## config.mk

```make
export PLATFORM = sky130hd
export DESIGN_NAME = alu_seq_flat
export DESIGN_NICKNAME = d
export VERILOG_FILES = /design/src/rtl/alu_seq_pkg.sv /design/src/rtl/alu_seq_if.sv /design/src/rtl/alu_seq_mul.sv /design/src/rtl/alu_seq.sv /design/src/flat_wrapper.sv
export SDC_FILE = /design/constraint.sdc
export NUM_CORES = 1
export LEC_CHECK = 0
export BUFFER_PORTS_ARGS = -buffer_cell sky130_fd_sc_hd__clkbuf_2
export CAP_MARGIN = 10
export CELL_PAD_IN_SITES_DETAIL_PLACEMENT = 1
export CELL_PAD_IN_SITES_GLOBAL_PLACEMENT = 1
export CORE_MARGIN = 4
export CORE_UTILIZATION = 46
export DETAILED_ROUTE_END_ITERATION = 7
export PLACE_DENSITY = 0.87
export SLEW_MARGIN = 20
export SYNTH_ARGS = -nofsm -noshare
export SYNTH_HDL_FRONTEND = slang
export SYNTH_SLANG_ARGS = --single-unit
```

## constraint.sdc

```tcl
create_clock -name Clk -period 5.3 [get_ports Clk]
set_input_delay 1.59 -clock Clk [delete_from_list [all_inputs] [get_ports Clk]]
set_output_delay 1.59 -clock Clk [all_outputs]
set_load 0.03 [all_outputs]
```

## src/rtl/alu_seq_pkg.sv

```systemverilog
// Shared definitions for the registered sequential ALU.
// Contents: opcode width, opcode mnemonics (op_mne_e) and the control FSM
// state type (alu_state_e). Opcodes 14 and 15 are deliberately left unnamed.
package alu_seq_pkg;

  localparam int unsigned OP_W = 4;

  typedef enum logic [OP_W-1:0] {
    ADD  = 4'd0,
    ADC  = 4'd1,
    SUB  = 4'd2,
    SBC  = 4'd3,
    AND  = 4'd4,
    XOR  = 4'd5,
    OR   = 4'd6,
    MOVA = 4'd7,
    MOVB = 4'd8,
    LSL  = 4'd9,
    LSR  = 4'd10,
    ASR  = 4'd11,
    ROL  = 4'd12,
    MUL  = 4'd13
  } op_mne_e;

  typedef enum logic {
    IDLE    = 1'b0,
    MUL_RUN = 1'b1
  } alu_state_e;

endpackage

```

## src/rtl/alu_seq_if.sv

```systemverilog
// Request/result bundle between the control unit (master) and the ALU (slave).
// Request : Start, OP, InputA, InputB
// Result  : Out, OutHi, Busy, Done, Illegal, Carry, Zero, Parity, Odd
interface alu_seq_if
  import alu_seq_pkg::*;
#(
  parameter int unsigned W = 8
) ();

  logic            Start;
  logic [OP_W-1:0] OP;
  logic [W-1:0]    InputA;
  logic [W-1:0]    InputB;
  logic [W-1:0]    Out;
  logic [W-1:0]    OutHi;
  logic            Busy;
  logic            Done;
  logic            Illegal;
  logic            Carry;
  logic            Zero;
  logic            Parity;
  logic            Odd;

  modport master (
    output Start, OP, InputA, InputB,
    input  Out, OutHi, Busy, Done, Illegal, Carry, Zero, Parity, Odd
  );

  modport slave (
    input  Start, OP, InputA, InputB,
    output Out, OutHi, Busy, Done, Illegal, Carry, Zero, Parity, Odd
  );

endinterface

```

## src/rtl/alu_seq_mul.sv

```systemverilog
// Iterative shift-add unsigned multiplier, one multiplier bit per cycle.
// Ports: Clk, Reset (sync, active-high); load latches a/b; step advances one
// bit; product is the partial product after the current step (combinational);
// last flags the step that completes the W-bit product.
module alu_seq_mul #(
  parameter int unsigned W = 8
) (
  input  logic           Clk,
  input  logic           Reset,
  input  logic           load,
  input  logic [W-1:0]   a,
  input  logic [W-1:0]   b,
  input  logic           step,
  output logic [2*W-1:0] product,
  output logic           last
);

  localparam int unsigned CW = $clog2(W) + 1;

  logic [2*W-1:0] p_q;
  logic [W-1:0]   a_q;
  logic [CW-1:0]  cnt_q;

  // {acc_hi, multiplier_lo}: add multiplicand to the high half when the
  // current low bit is set, then shift the whole register right by one.
  function automatic logic [2*W-1:0] shift_add(input logic [2*W-1:0] p,
                                               input logic [W-1:0]   m);
    logic [W:0] hi;
    hi = {1'b0, p[2*W-1:W]} + (p[0] ? {1'b0, m} : '0);
    return {hi, p[W-1:1]};
  endfunction

  // The load edge already retires multiplier bit 0, so only W-1 further
  // steps are needed; the completing step is the one taking cnt from 2 to 1.
  always_ff @(posedge Clk) begin
    if (Reset) begin
      p_q   <= '0;
      a_q   <= '0;
      cnt_q <= '0;
    end else if (load) begin
      p_q   <= shift_add({{W{1'b0}}, b}, a);
      a_q   <= a;
      cnt_q <= CW'(W);
    end else if (step) begin
      p_q   <= shift_add(p_q, a_q);
      cnt_q <= cnt_q - 1'b1;
    end
  end

  assign product = shift_add(p_q, a_q);
  assign last    = (cnt_q == CW'(2));

endmodule

```

## src/rtl/alu_seq.sv

```systemverilog
// Registered W-bit datapath ALU with a Start/Busy/Done handshake.
// Ports: Clk, Reset (sync, active-high), bus (alu_seq_if.slave) carrying the
// request (Start, OP, InputA, InputB) and registered results/flags.
// Single-cycle ops complete on the Start edge; MUL iterates for W cycles.
module alu_seq
  import alu_seq_pkg::*;
#(
  parameter int unsigned W  = 8,
  parameter int unsigned SW = $clog2(W)
) (
  input logic       Clk,
  input logic       Reset,
  alu_seq_if.slave  bus
);

  alu_state_e     state_q, state_d;
  logic [W-1:0]   out_q, out_d;
  logic [W-1:0]   hi_q, hi_d;
  logic           carry_q, carry_d;
  logic           zero_q, zero_d;
  logic           parity_q, parity_d;
  logic           odd_q, odd_d;
  logic           done_q, done_d;
  logic           ill_q, ill_d;

  op_mne_e        op;
  logic [W-1:0]   a, b;
  logic [SW-1:0]  n;
  logic [W:0]     shl, shr, asr;
  logic [W-1:0]   alu_res;
  logic           alu_c;
  logic           alu_ill;

  logic           mul_load, mul_step, mul_last;
  logic [2*W-1:0] prod;

  assign op = op_mne_e'(bus.OP);
  assign a  = bus.InputA;
  assign b  = bus.InputB;
  assign n  = b[SW-1:0];

  // Shifts are done one bit wider so the shifted-out bit lands in the spare
  // position; with n=0 that position holds the 0 pad, giving Carry=0.
  always_comb begin
    shl     = {1'b0, a} << n;
    shr     = {a, 1'b0} >> n;
    asr     = $unsigned($signed({a, 1'b0}) >>> n);
    alu_res = a;
    alu_c   = 1'b0;
    alu_ill = 1'b0;
    case (op)
      ADD:     {alu_c, alu_res} = {1'b0, a} + {1'b0, b};
      ADC:     {alu_c, alu_res} = {1'b0, a} + {1'b0, b} + {{W{1'b0}}, carry_q};
      SUB:     {alu_c, alu_res} = {1'b0, b} + {1'b0, ~a} + {{W{1'b0}}, 1'b1};
      SBC:     {alu_c, alu_res} = {1'b0, b} + {1'b0, ~a} + {{W{1'b0}}, carry_q};
      AND:     alu_res = a & b;
      XOR:     alu_res = a ^ b;
      OR:      alu_res = a | b;
      MOVA:    alu_res = a;
      MOVB:    alu_res = b;
      LSL:     {alu_c, alu_res} = shl;
      LSR:     {alu_res, alu_c} = shr;
      ASR:     {alu_res, alu_c} = asr;
      ROL:     {alu_c, alu_res} = {a, carry_q};
      MUL:     alu_res = a;
      default: begin
        alu_res = a;
        alu_c   = carry_q;
        alu_ill = 1'b1;
      end
    endcase
  end

  always_comb begin
    state_d  = state_q;
    out_d    = out_q;
    hi_d     = hi_q;
    carry_d  = carry_q;
    zero_d   = zero_q;
    parity_d = parity_q;
    odd_d    = odd_q;
    done_d   = 1'b0;
    ill_d    = 1'b0;
    mul_load = 1'b0;
    mul_step = 1'b0;
    case (state_q)
      IDLE: begin
        if (bus.Start) begin
          if (op == MUL) begin
            mul_load = 1'b1;
            state_d  = MUL_RUN;
          end else begin
            out_d    = alu_res;
            hi_d     = '0;
            carry_d  = alu_c;
            zero_d   = ~|alu_res;
            parity_d = ^alu_res;
            odd_d    = alu_res[0];
            done_d   = 1'b1;
            ill_d    = alu_ill;
          end
        end
      end
      MUL_RUN: begin
        mul_step = 1'b1;
        if (mul_last) begin
          out_d    = prod[W-1:0];
          hi_d     = prod[2*W-1:W];
          carry_d  = |prod[2*W-1:W];
          zero_d   = ~|prod;
          parity_d = ^prod[W-1:0];
          odd_d    = prod[0];
          done_d   = 1'b1;
          state_d  = IDLE;
        end
      end
      default: state_d = IDLE;
    endcase
  end

  always_ff @(posedge Clk) begin
    if (Reset) begin
      state_q  <= IDLE;
      out_q    <= '0;
      hi_q     <= '0;
      carry_q  <= 1'b0;
      zero_q   <= 1'b1;
      parity_q <= 1'b0;
      odd_q    <= 1'b0;
      done_q   <= 1'b0;
      ill_q    <= 1'b0;
    end else begin
      state_q  <= state_d;
      out_q    <= out_d;
      hi_q     <= hi_d;
      carry_q  <= carry_d;
      zero_q   <= zero_d;
      parity_q <= parity_d;
      odd_q    <= odd_d;
      done_q   <= done_d;
      ill_q    <= ill_d;
    end
  end

  alu_seq_mul #(.W(W)) u_mul (
    .Clk     (Clk),
    .Reset   (Reset),
    .load    (mul_load),
    .a       (a),
    .b       (b),
    .step    (mul_step),
    .product (prod),
    .last    (mul_last)
  );

  assign bus.Out     = out_q;
  assign bus.OutHi   = hi_q;
  assign bus.Busy    = (state_q == MUL_RUN);
  assign bus.Done    = done_q;
  assign bus.Illegal = ill_q;
  assign bus.Carry   = carry_q;
  assign bus.Zero    = zero_q;
  assign bus.Parity  = parity_q;
  assign bus.Odd     = odd_q;

endmodule

```

## src/flat_wrapper.sv

```systemverilog
// flat-port wrapper written by rule: the top's interface ports become plain ports
module alu_seq_flat import alu_seq_pkg::*;
#(
  parameter int unsigned W  = 8,
  parameter int unsigned SW = $clog2(W)
)
  (Clk, Reset, bus_Start, bus_OP, bus_InputA, bus_InputB, bus_Out, bus_OutHi, bus_Busy, bus_Done, bus_Illegal, bus_Carry, bus_Zero, bus_Parity, bus_Odd);
  alu_seq_if #(.W(W)) bus_i ();
  input logic Clk;
  input logic Reset;
  input wire logic [$bits(bus_i.Start)-1:0] bus_Start;
  input wire logic [$bits(bus_i.OP)-1:0] bus_OP;
  input wire logic [$bits(bus_i.InputA)-1:0] bus_InputA;
  input wire logic [$bits(bus_i.InputB)-1:0] bus_InputB;
  output wire logic [$bits(bus_i.Out)-1:0] bus_Out;
  output wire logic [$bits(bus_i.OutHi)-1:0] bus_OutHi;
  output wire logic [$bits(bus_i.Busy)-1:0] bus_Busy;
  output wire logic [$bits(bus_i.Done)-1:0] bus_Done;
  output wire logic [$bits(bus_i.Illegal)-1:0] bus_Illegal;
  output wire logic [$bits(bus_i.Carry)-1:0] bus_Carry;
  output wire logic [$bits(bus_i.Zero)-1:0] bus_Zero;
  output wire logic [$bits(bus_i.Parity)-1:0] bus_Parity;
  output wire logic [$bits(bus_i.Odd)-1:0] bus_Odd;
  assign bus_i.Start = bus_Start;
  assign bus_i.OP = bus_OP;
  assign bus_i.InputA = bus_InputA;
  assign bus_i.InputB = bus_InputB;
  assign bus_Out = bus_i.Out;
  assign bus_OutHi = bus_i.OutHi;
  assign bus_Busy = bus_i.Busy;
  assign bus_Done = bus_i.Done;
  assign bus_Illegal = bus_i.Illegal;
  assign bus_Carry = bus_i.Carry;
  assign bus_Zero = bus_i.Zero;
  assign bus_Parity = bus_i.Parity;
  assign bus_Odd = bus_i.Odd;
  alu_seq #(.W(W), .SW(SW)) u_core (.Clk(Clk), .Reset(Reset), .bus(bus_i));
endmodule
```

After elaboration in Yosys (flattened, before gate mapping)
Index checks and enable logic that the tools add are counted.

Memory bits (writable): 0. Register bits: 51. Memories kept: 0. Word-level logic and storage cells: 105. Bits in latches: 0. Output and inout bits: 23. Bits in read-only memories: 0. Input port bits: 23.

Divide/modulo/power cells: 0. Reductions and logical operators: 15. $mul: 0. Equality and inequality tests: 18. Magnitude comparators: 0. Bitwise operators: 6. Shift-type cells: 3. Add/sub/neg operators: 7. Mux-type cells: 43.

Operator list (count): $pmux 8 s12 (1); $mux 8 (8); $mux 16 (2); $pmux 8 s2 (2); $add 8x8->9 (3); $eq 4x4->1 const B (6); $mux 1 (21); $add 9x1->9 (2); $eq 4x3->1 const B (4); $reduce_or 16->1 (1); $reduce_or 8->1 (2); $reduce_xor 8->1 (2); $reduce_or 13->1 (1); $eq 4x2->1 const B (3); $pmux 1 s2 (6); $ne 10x10->1 const B (1); $add 9x1->9 const B (1); $pmux 1 s9 (1); $shl 8x3->9 (1); $shr 9x3->9 (1); $sshr 9x3->9 (1); $and 8x8->8 (1); $mux 4 (2); $not 8->8 (1); other kinds (14) (18).

Depth between registers and ports, before layout
Gate-level depths: netlist of run 1.

Depth after elaboration: 9. Gate-level depth with buffers: 16. Mapped depth without buffers: 16.

By module
From an unflattened synthesis of run 1, not the netlist that was laid out.

Cells, all modules: 692. Area total of the unflattened synthesis: 5435.2 um^2.

By module, submodules not included: alu_seq (instances 1, area each 3748.6 um^2, cells an instance 488, seq. area each 440.4 um^2); alu_seq_mul (instances 1, area each 1686.6 um^2, cells an instance 204, seq. area each 560.5 um^2).

Worst setup path after synthesis of run 1
No wires, ideal clock.

Path type: in2reg. Start point: in bus_InputB[2]. End point: reg u_core.parity_q, in the netlist u_core.bus.Parity. Buffers on the path: 2. Stages on the path: 16. Setup time: 132 ps. Required time: 5168 ps. Arrival: 4723 ps. Slack: 445 ps. Cell sequence: clkbuf_1 inv_1 ha_1 buf_6 a211oi_2 nor2_1 or2_1 or3b_4 o311ai_1 o211ai_1 o41ai_2 ha_1 xnor2_1 xnor2_1 o211ai_1 a21oi_1.

Longest elaborated chain between the ends: 7. Elaborated cells between the ends (all ways): 16. Those cells by class: 5 x add/sub; 3 x shift; 4 x mux; 3 x bitwise; 1 x reduce/logical.

RTL lines: start, declared (line flat_wrapper.sv:14) `input wire logic [$bits(bus_i.InputB)-1:0] bus_InputB;`; $add 8x8->9, on equally long branches; $add 9x1->9, on equally long branches (line alu_seq.sv:55, alu_seq.sv:53, alu_seq.sv:54); $pmux 8 s12 * (line alu_seq.sv:51) `case (op)`; $reduce_xor 8->1 * (line alu_seq.sv:97) `parity_d = ^alu_res;`; $mux 1 * (line alu_seq.sv:89) `if (op == MUL) begin`; $mux 1 * (line alu_seq.sv:88) `if (bus.Start) begin`; $pmux 1 s2 * (line alu_seq.sv:86) `case (state_q)`; end signal, assigned (line alu_seq.sv:138) `parity_q <= parity_d;`; end, declared (line alu_seq.sv:21) `logic parity_q, parity_d;`.

Mark *: on every way between the ends. The rest lies on a longest branch, timed or not. The select of a mux whose other input is x is not followed. A chain may end at the register's enable or synchronous reset.

Final worst setup path of run 1
Start point: in bus_InputB[1]. End point: reg u_core.parity_q, in the netlist u_core.bus.Parity.

Same word-level chain as after synthesis.

==> flow_summary.toml, run 1 <==
[yosys]
most_area_consuming_cells_after_synthesis = "sky130_fd_sc_hd__dfxtp_1, sky130_fd_sc_hd__ha_1, sky130_fd_sc_hd__a21oi_1"
commonest_cells_post_synth = "sky130_fd_sc_hd__nand2_1, sky130_fd_sc_hd__nor2_1, sky130_fd_sc_hd__a21oi_1"
syn_nets = 777
netlist.top_cell.by_area = "sky130_fd_sc_hd__dfxtp_1"
synth_top_cell_area_share_pct = 18.5
syn_inst = 702
synth.cell_area_um2 = 5400
yosysWarningCount = 0
share_of_the_yosys_chip_area_belonging_to_registers_pct = 18.5
ys_types = 78
ys_ff_latch = 50
post_syn_area_per_cell_um2 = 7.69
synthMostInstantiatedCell = "sky130_fd_sc_hd__nand2_1"
asyncSetResetFlopFracSynth_pct = 0
synth_edf_count = 0
synth_flop_cell = "sky130_fd_sc_hd__dfxtp_1"

[die]
initial_utilization_pct = 47.1
design.die.area_um2 = 13500
floorplan.die.height_um = 116
placementRows = 39
num_io_pins = 46
die-width_um = 116
design.core.area_um2 = 11500

[grt]
vias_in_the_first_global_route = 5890
grt_start_max_net_pins = 50
grt_first_pass_wirelength_mm = 33.4
antenna_violations_before_repair = 1
grt_use_total_pct = 31.5
globalRoute.totalOverflow = 0

[cts]
cts_root_buf = "sky130_fd_sc_hd__clkbuf_16"
total_clock_buffers_created_by_cts = 5
tritoncts = "done"
postCtsHoldBufs = 0
clock_sinks = 50
cts_htree_levels = 2
clock_latency_ps = 300
ctsLongestPathBuffers = 2
reg_clk_slew_reported_paths_ps = 70

[worst_setup_path]
timing.critical_path.cells = "clkbuf_2 -> inv_2 -> ha_1 -> nor2b_1 -> o31ai_4 -> xnor2_1 -> nor3_1 -> a211oi_1 -> o21ai_0 -> o22ai_1 -> ha_1 -> xor2_1 -> xnor2_1 -> o211ai_1 -> a21oi_1"
data_required_time_of_the_critical_path_ps = 5430
max_stage_delay_ps = 570
critical_path_buf_inv_count = 2
crit_path_max_fanout = 7
worst_path_max_delay_cell = "sky130_fd_sc_hd__xnor2_1"
worstPathArrival_ps = 5130
critPathKind = "input port to flop"
critPathCaptureType = "flop"
timing.critical_path.from_type = "input port"
cpLargestDelayFamily = "compound AO/OA/AOI/OAI gates"

[sta]
finalHoldViolCount = 0
timing.final.setup_violations = 0
unrepaired_setup_endpoints_after_global_routing = "no"
finalSetupTns_ps = 0
final.setup_skew_ps = 8.10
worst_setup_slack_after_layout_ps = 297
timing_max_transition_violations_final = 0
least_margin_pin_slew_ps = 1050
period_share_pct = 94.4
fmaxAchievable_mhz = 200
fin_worst_hold_slack_ps = 458
period_needed_ps = 5000
timing.slew.headroom_pct = 30.2

[place]
detailedPlace.worstSlack_ps = 24.6
instance_count_after_placement_with_tap_cells_included = 878
postPlaceCellArea_um2 = 5880
dpl_wire_length_mm = 16.1
io_buffer_count = 45
place_congestion = 1.01

[outcome]
status = "completed"

[detailed_routing]
detail_route.wirelength_mm = 21.3
drt_iter0_drc = 498
drt-pass1-iter-count = 7
dr_total_vias = 5909
route.antenna.remaining_nets = 0
drt_drc_violations_left = 0
post_drt_via_cell_ratio = 6.67
post_drt_wl_per_cell_um = 24.0

[cells_and_area]
flow.area_growth_from_synthesis_pct = 12.3
layout.nets = 817
diodes = 0
final-instance-count-excl-fill = 886
final_core_util_pct = 52.9
final_area_um2 = 6060
drive_above_1_share_pct = 17.1

[power_and_ir_drop]
overall_power_of_the_completed_layout_mw = 1.26
pwr_density_cell_nw_per_um2 = 208
p_leak_nw = 2.49
max-vdd-ir-drop_v = 0.000147

[job]
max_cap_viol = 0

[hold_path]
holdCritPathClass = "flop to flop"
-- registers in the layout, indices dropped and copies added (netlist names) --
signal and count:
u_core.bus.Busy 1, u_core.bus.Carry 1, u_core.bus.Done 1, u_core.bus.Illegal 1, u_core.bus.Out 8, u_core.bus.OutHi 8, u_core.bus.Parity 1, u_core.bus.Zero 1
u_core.u_mul.a_q 8, u_core.u_mul.cnt_q 4, u_core.u_mul.p_q 16
-- cell type report --
type                    count  area (um^2)
well taps                 143          179
flip-flops and latches     50         1000
repair buffers             84          518
multi-input cells         560         4060
clock inverters             2         17.5
clock buffers               6          139
fillers                  1452         5400
inverters                  41          154
-- routing by layer --
layer,track usage (%),share of wire [%],wire length (um)
met4,10.9,3.0,637
met2,50.0,46,9800
met1,42.7,43,9190
met5,0,0.066,14
met3,6.27,7.7,1630
-- layout by cell type, fill, tap and decap left out, types with 8 or more instances in the layout --
master	count
sky130_fd_sc_hd__a32oi_1	9
sky130_fd_sc_hd__mux2i_1	18
sky130_fd_sc_hd__o211ai_1	9
sky130_fd_sc_hd__a222oi_1	8
sky130_fd_sc_hd__buf_4	39
sky130_fd_sc_hd__nand2b_1	8
sky130_fd_sc_hd__a21oi_1	51
sky130_fd_sc_hd__inv_1	36
sky130_fd_sc_hd__xnor2_1	21
sky130_fd_sc_hd__xor2_1	12
sky130_fd_sc_hd__nor2_1	61
sky130_fd_sc_hd__ha_1	49
sky130_fd_sc_hd__clkbuf_2	45
sky130_fd_sc_hd__nor3_1	21
sky130_fd_sc_hd__nand3_1	19
sky130_fd_sc_hd__nor4_1	8
sky130_fd_sc_hd__o21ai_0	31
sky130_fd_sc_hd__dfxtp_1	50
sky130_fd_sc_hd__a211oi_1	8
sky130_fd_sc_hd__and2_1	11
sky130_fd_sc_hd__nand2_1	64
-- worst register-to-register path, delay by kind of cell (launching register included) --
| family | cells | cell delay [ps] |
|---|---|---|
| AO/OA/AOI/OAI | 7 | 1370 |
| adder cells (fa/ha/maj) | 2 | 650 |
| flip-flops | 1 | 390 |
| AND/OR/NAND/NOR | 2 | 800 |
-- timing repair --
action | 4_1_cts | 5_1_grt
buffers inserted | 0 | 0
resized for setup | 0 | 4
endpoints found under the setup margin | 0 | 1
-- power breakdown --
group          internal [mW]  switching (mW)  leakage, nW
Combinational          0.195           0.324         2.01
Clock                  0.190           0.152       0.0770
Sequential             0.389          0.0111        0.406
Total                  0.775           0.487         2.49
-- logic make-up after synthesis --
kind of cell	Yosys count	share of synthesized area, %
compound gates	201	26.1
xor+xnor	39	7.37
fa+ha+maj	52	12.5
buf+inv	92	6.86
flops	50	18.5
mux	29	6.88
simple gates	239	21.8
-- final timing paths --
path / start / endpoint / slack [ps] / depth (start not counted)
worst min register to register: u_core.bus.OutHi[7] / u_core.bus.OutHi[7] / 460 / 2
worst max register to register: u_core.u_mul.p_q[0] / u_core.bus.Carry / 1930 / 11
worst max-delay path: bus_InputB[1] / u_core.bus.Parity / 300 / 15
worst min-delay path: u_core.bus.OutHi[7] / u_core.bus.OutHi[7] / 460 / 2
Note: power is estimated with default switching activity, not from simulation.
==> run 2, diff against run 1 <==
--- a/config.mk
+++ b/config.mk
@@ -6,12 +6,13 @@
 export NUM_CORES = 1
 export LEC_CHECK = 0
 export BUFFER_PORTS_ARGS = -buffer_cell sky130_fd_sc_hd__clkbuf_2
-export CAP_MARGIN = 10
+export CAP_MARGIN = 20
 export CELL_PAD_IN_SITES_DETAIL_PLACEMENT = 1
 export CELL_PAD_IN_SITES_GLOBAL_PLACEMENT = 1
 export CORE_MARGIN = 4
 export CORE_UTILIZATION = 46
 export DETAILED_ROUTE_END_ITERATION = 7
+export HOLD_SLACK_MARGIN = 0.15
 export PLACE_DENSITY = 0.87
 export SLEW_MARGIN = 20
 export SYNTH_ARGS = -nofsm -noshare
==> constraint.sdc (replaced) <==
create_clock -name Clk -period 5.3 [get_ports Clk]
set_input_delay 1.06 -clock Clk [delete_from_list [all_inputs] [get_ports Clk]]
set_output_delay 1.06 -clock Clk [all_outputs]
set_load 0.03 [all_outputs]
==> run 2 against run 1 <==
Net effect: core utilization shrank 1.8 points; die area is the same; first-iteration DRC count grew 15%; sequential power is essentially flat; register-to-register slack gained 20 ps; wire length shrank 5.0%; worst setup slack gained 370 ps.
==> flow_summary.toml, run 2 (synthesis results as in run 1) <==
[place]
dpl_wire_length_mm = 15.5
detailedPlace.worstSlack_ps = 451
place_congestion = 1.00
instance_count_after_placement_with_tap_cells_included = 854
io_buffer_count = 45

[die]
num_io_pins = 46
placementRows = 39
design.die.area_um2 = 13500
die-width_um = 116
initial_utilization_pct = 47.1
floorplan.die.height_um = 116
design.core.area_um2 = 11500

[cts]
cts_root_buf = "sky130_fd_sc_hd__clkbuf_16"
clock_latency_ps = 290
postCtsHoldBufs = 0
ctsLongestPathBuffers = 2
reg_clk_slew_reported_paths_ps = 70
clock_sinks = 50
total_clock_buffers_created_by_cts = 5
cts_htree_levels = 2
tritoncts = "done"
cts_setup_buffers = 0
postCtsResizedCells = 0

[cells_and_area]
drive_above_1_share_pct = 13.8
flow.area_growth_from_synthesis_pct = 8.53
biggest_register = "u_core.u_mul.p_q"
final_common_cell = "sky130_fd_sc_hd__nand2_1"
layout.nets = 793
layout_common_cells = "sky130_fd_sc_hd__nand2_1, sky130_fd_sc_hd__nor2_1, sky130_fd_sc_hd__a21oi_1, sky130_fd_sc_hd__dfxtp_1, sky130_fd_sc_hd__ha_1"
largest_register_ffs = 16
final-instance-count-excl-fill = 862
diodes = 0

[detailed_routing]
drt-pass1-iter-count = 7
drt_iter0_drc = 572
post_drt_wl_per_cell_um = 23.4
drt_drc_violations_left = 0
post_drt_via_cell_ratio = 6.69
route.antenna.remaining_nets = 0
detail_route.wirelength_mm = 20.2
dr_total_vias = 5768

[worst_setup_path]
data_required_time_of_the_critical_path_ps = 5420
critPathCaptureType = "flop"
timing.critical_path.from_type = "input port"
rr_worst_depth = 11
crit_path_max_fanout = 13
worstPathArrival_ps = 4750
critPathKind = "input port to flop"

[power_and_ir_drop]
overall_power_of_the_completed_layout_mw = 1.22
max-vdd-ir-drop_v = 0.000147
pwr_density_cell_nw_per_um2 = 208
p_leak_nw = 2.36

[grt]
vias_in_the_first_global_route = 5773
grt_use_total_pct = 30.1
antenna_violations_before_repair = 0
grt_start_max_net_pins = 50
grt_first_pass_wirelength_mm = 32.0
globalRoute.totalOverflow = 0

[sta]
timing_max_transition_violations_final = 0
timing.final.setup_violations = 0
period_share_pct = 87.3
final.setup_skew_ps = 9.45
fmaxAchievable_mhz = 216
finalSetupTns_ps = 0
unrepaired_setup_endpoints_after_global_routing = "no"
period_needed_ps = 4630
finalHoldViolCount = 0
timing.slew.headroom_pct = 32.2
least_margin_pin_slew_ps = 1020
worst_setup_slack_after_layout_ps = 672

[job]
max_cap_viol = 0

[hold_path]
min_path_cells = 2
holdCritPathClass = "flop to flop"

[outcome]
status = "completed"
-- run 2: cell count changes in the layout (fill, tap and decap cells not counted) --
cell / change
sky130_fd_sc_hd__buf_4: -24
sky130_fd_sc_hd__clkinv_4: -2
sky130_fd_sc_hd__clkinvlp_4: +1
sky130_fd_sc_hd__inv_6: +1
sky130_fd_sc_hd__nor3_1: +2
sky130_fd_sc_hd__nor3_2: -2
sky130_fd_sc_hd__nor4_1: +1
sky130_fd_sc_hd__nor4_2: -1
sky130_fd_sc_hd__xnor2_1: +1
sky130_fd_sc_hd__xnor2_2: -1
-- run 2: worst max-delay path, stage by stage --
cell and delay (ps):
sky130_fd_sc_hd__clkbuf_2 290, sky130_fd_sc_hd__inv_1 170, sky130_fd_sc_hd__ha_1 350, sky130_fd_sc_hd__nor2b_1 340, sky130_fd_sc_hd__o31ai_4 120, sky130_fd_sc_hd__xnor2_1 520
sky130_fd_sc_hd__nor3_1 140, sky130_fd_sc_hd__a211oi_1 270, sky130_fd_sc_hd__o21ai_0 180, sky130_fd_sc_hd__o22ai_1 430, sky130_fd_sc_hd__ha_1 340, sky130_fd_sc_hd__xor2_1 150
sky130_fd_sc_hd__xnor2_1 130, sky130_fd_sc_hd__o211ai_1 160, sky130_fd_sc_hd__a21oi_1 90
-- run 2: power breakdown --
part / leakage [nW] / total, mW / switching [mW] / internal [mW]
logic: 1.88 / 0.483 / 0.308 / 0.174
clock network: 0.0735 / 0.336 / 0.147 / 0.190
registers: 0.406 / 0.399 / 0.0101 / 0.389
-- run 2: path summary, 6_finish.rpt --
path	slack [ps]	from	to
worst max-delay path	670	bus_InputA[1]	u_core.bus.Parity
worst min-delay path	460	u_core.bus.OutHi[7]	u_core.bus.OutHi[7]
worst max register to register	1950	u_core.u_mul.p_q[0]	u_core.bus.Carry
worst min register to register	460	u_core.bus.OutHi[7]	u_core.bus.OutHi[7]
-- run 2: layout make-up --
cell class	count	area [um^2]
Clock buffer	6	139
Clock inverter	2	16.3
Fill cell	1443	5610
Inverter	41	154
Multi-Input combinational cell	560	4030
Sequential cell	50	1000
Tap cell	143	179
Timing Repair Buffer	60	338
-- run 2: per-layer routing --
layer	part of all wire, %	up-vias	global-route usage, %
met5	0	-	0
met4	3.1	0	10.6
met3	8.7	49	5.70
met2	46	258	48.1
met1	42	2841	40.5
li1	-	2620	-
-- run 2: per-stage QoR --
step / hold slack [ps] / util (%) / instance area (um^2)
6_report: 459 / 51.1 / 5860
3_5_place_dp: 448 / 49.7 / 5700
5_1_grt: 477 / 51.1 / 5860
4_1_cts: 458 / 51.1 / 5860
2_1_floorplan: 432 / - / 5400
3_3_place_gp: 440 / 49.7 / 5700
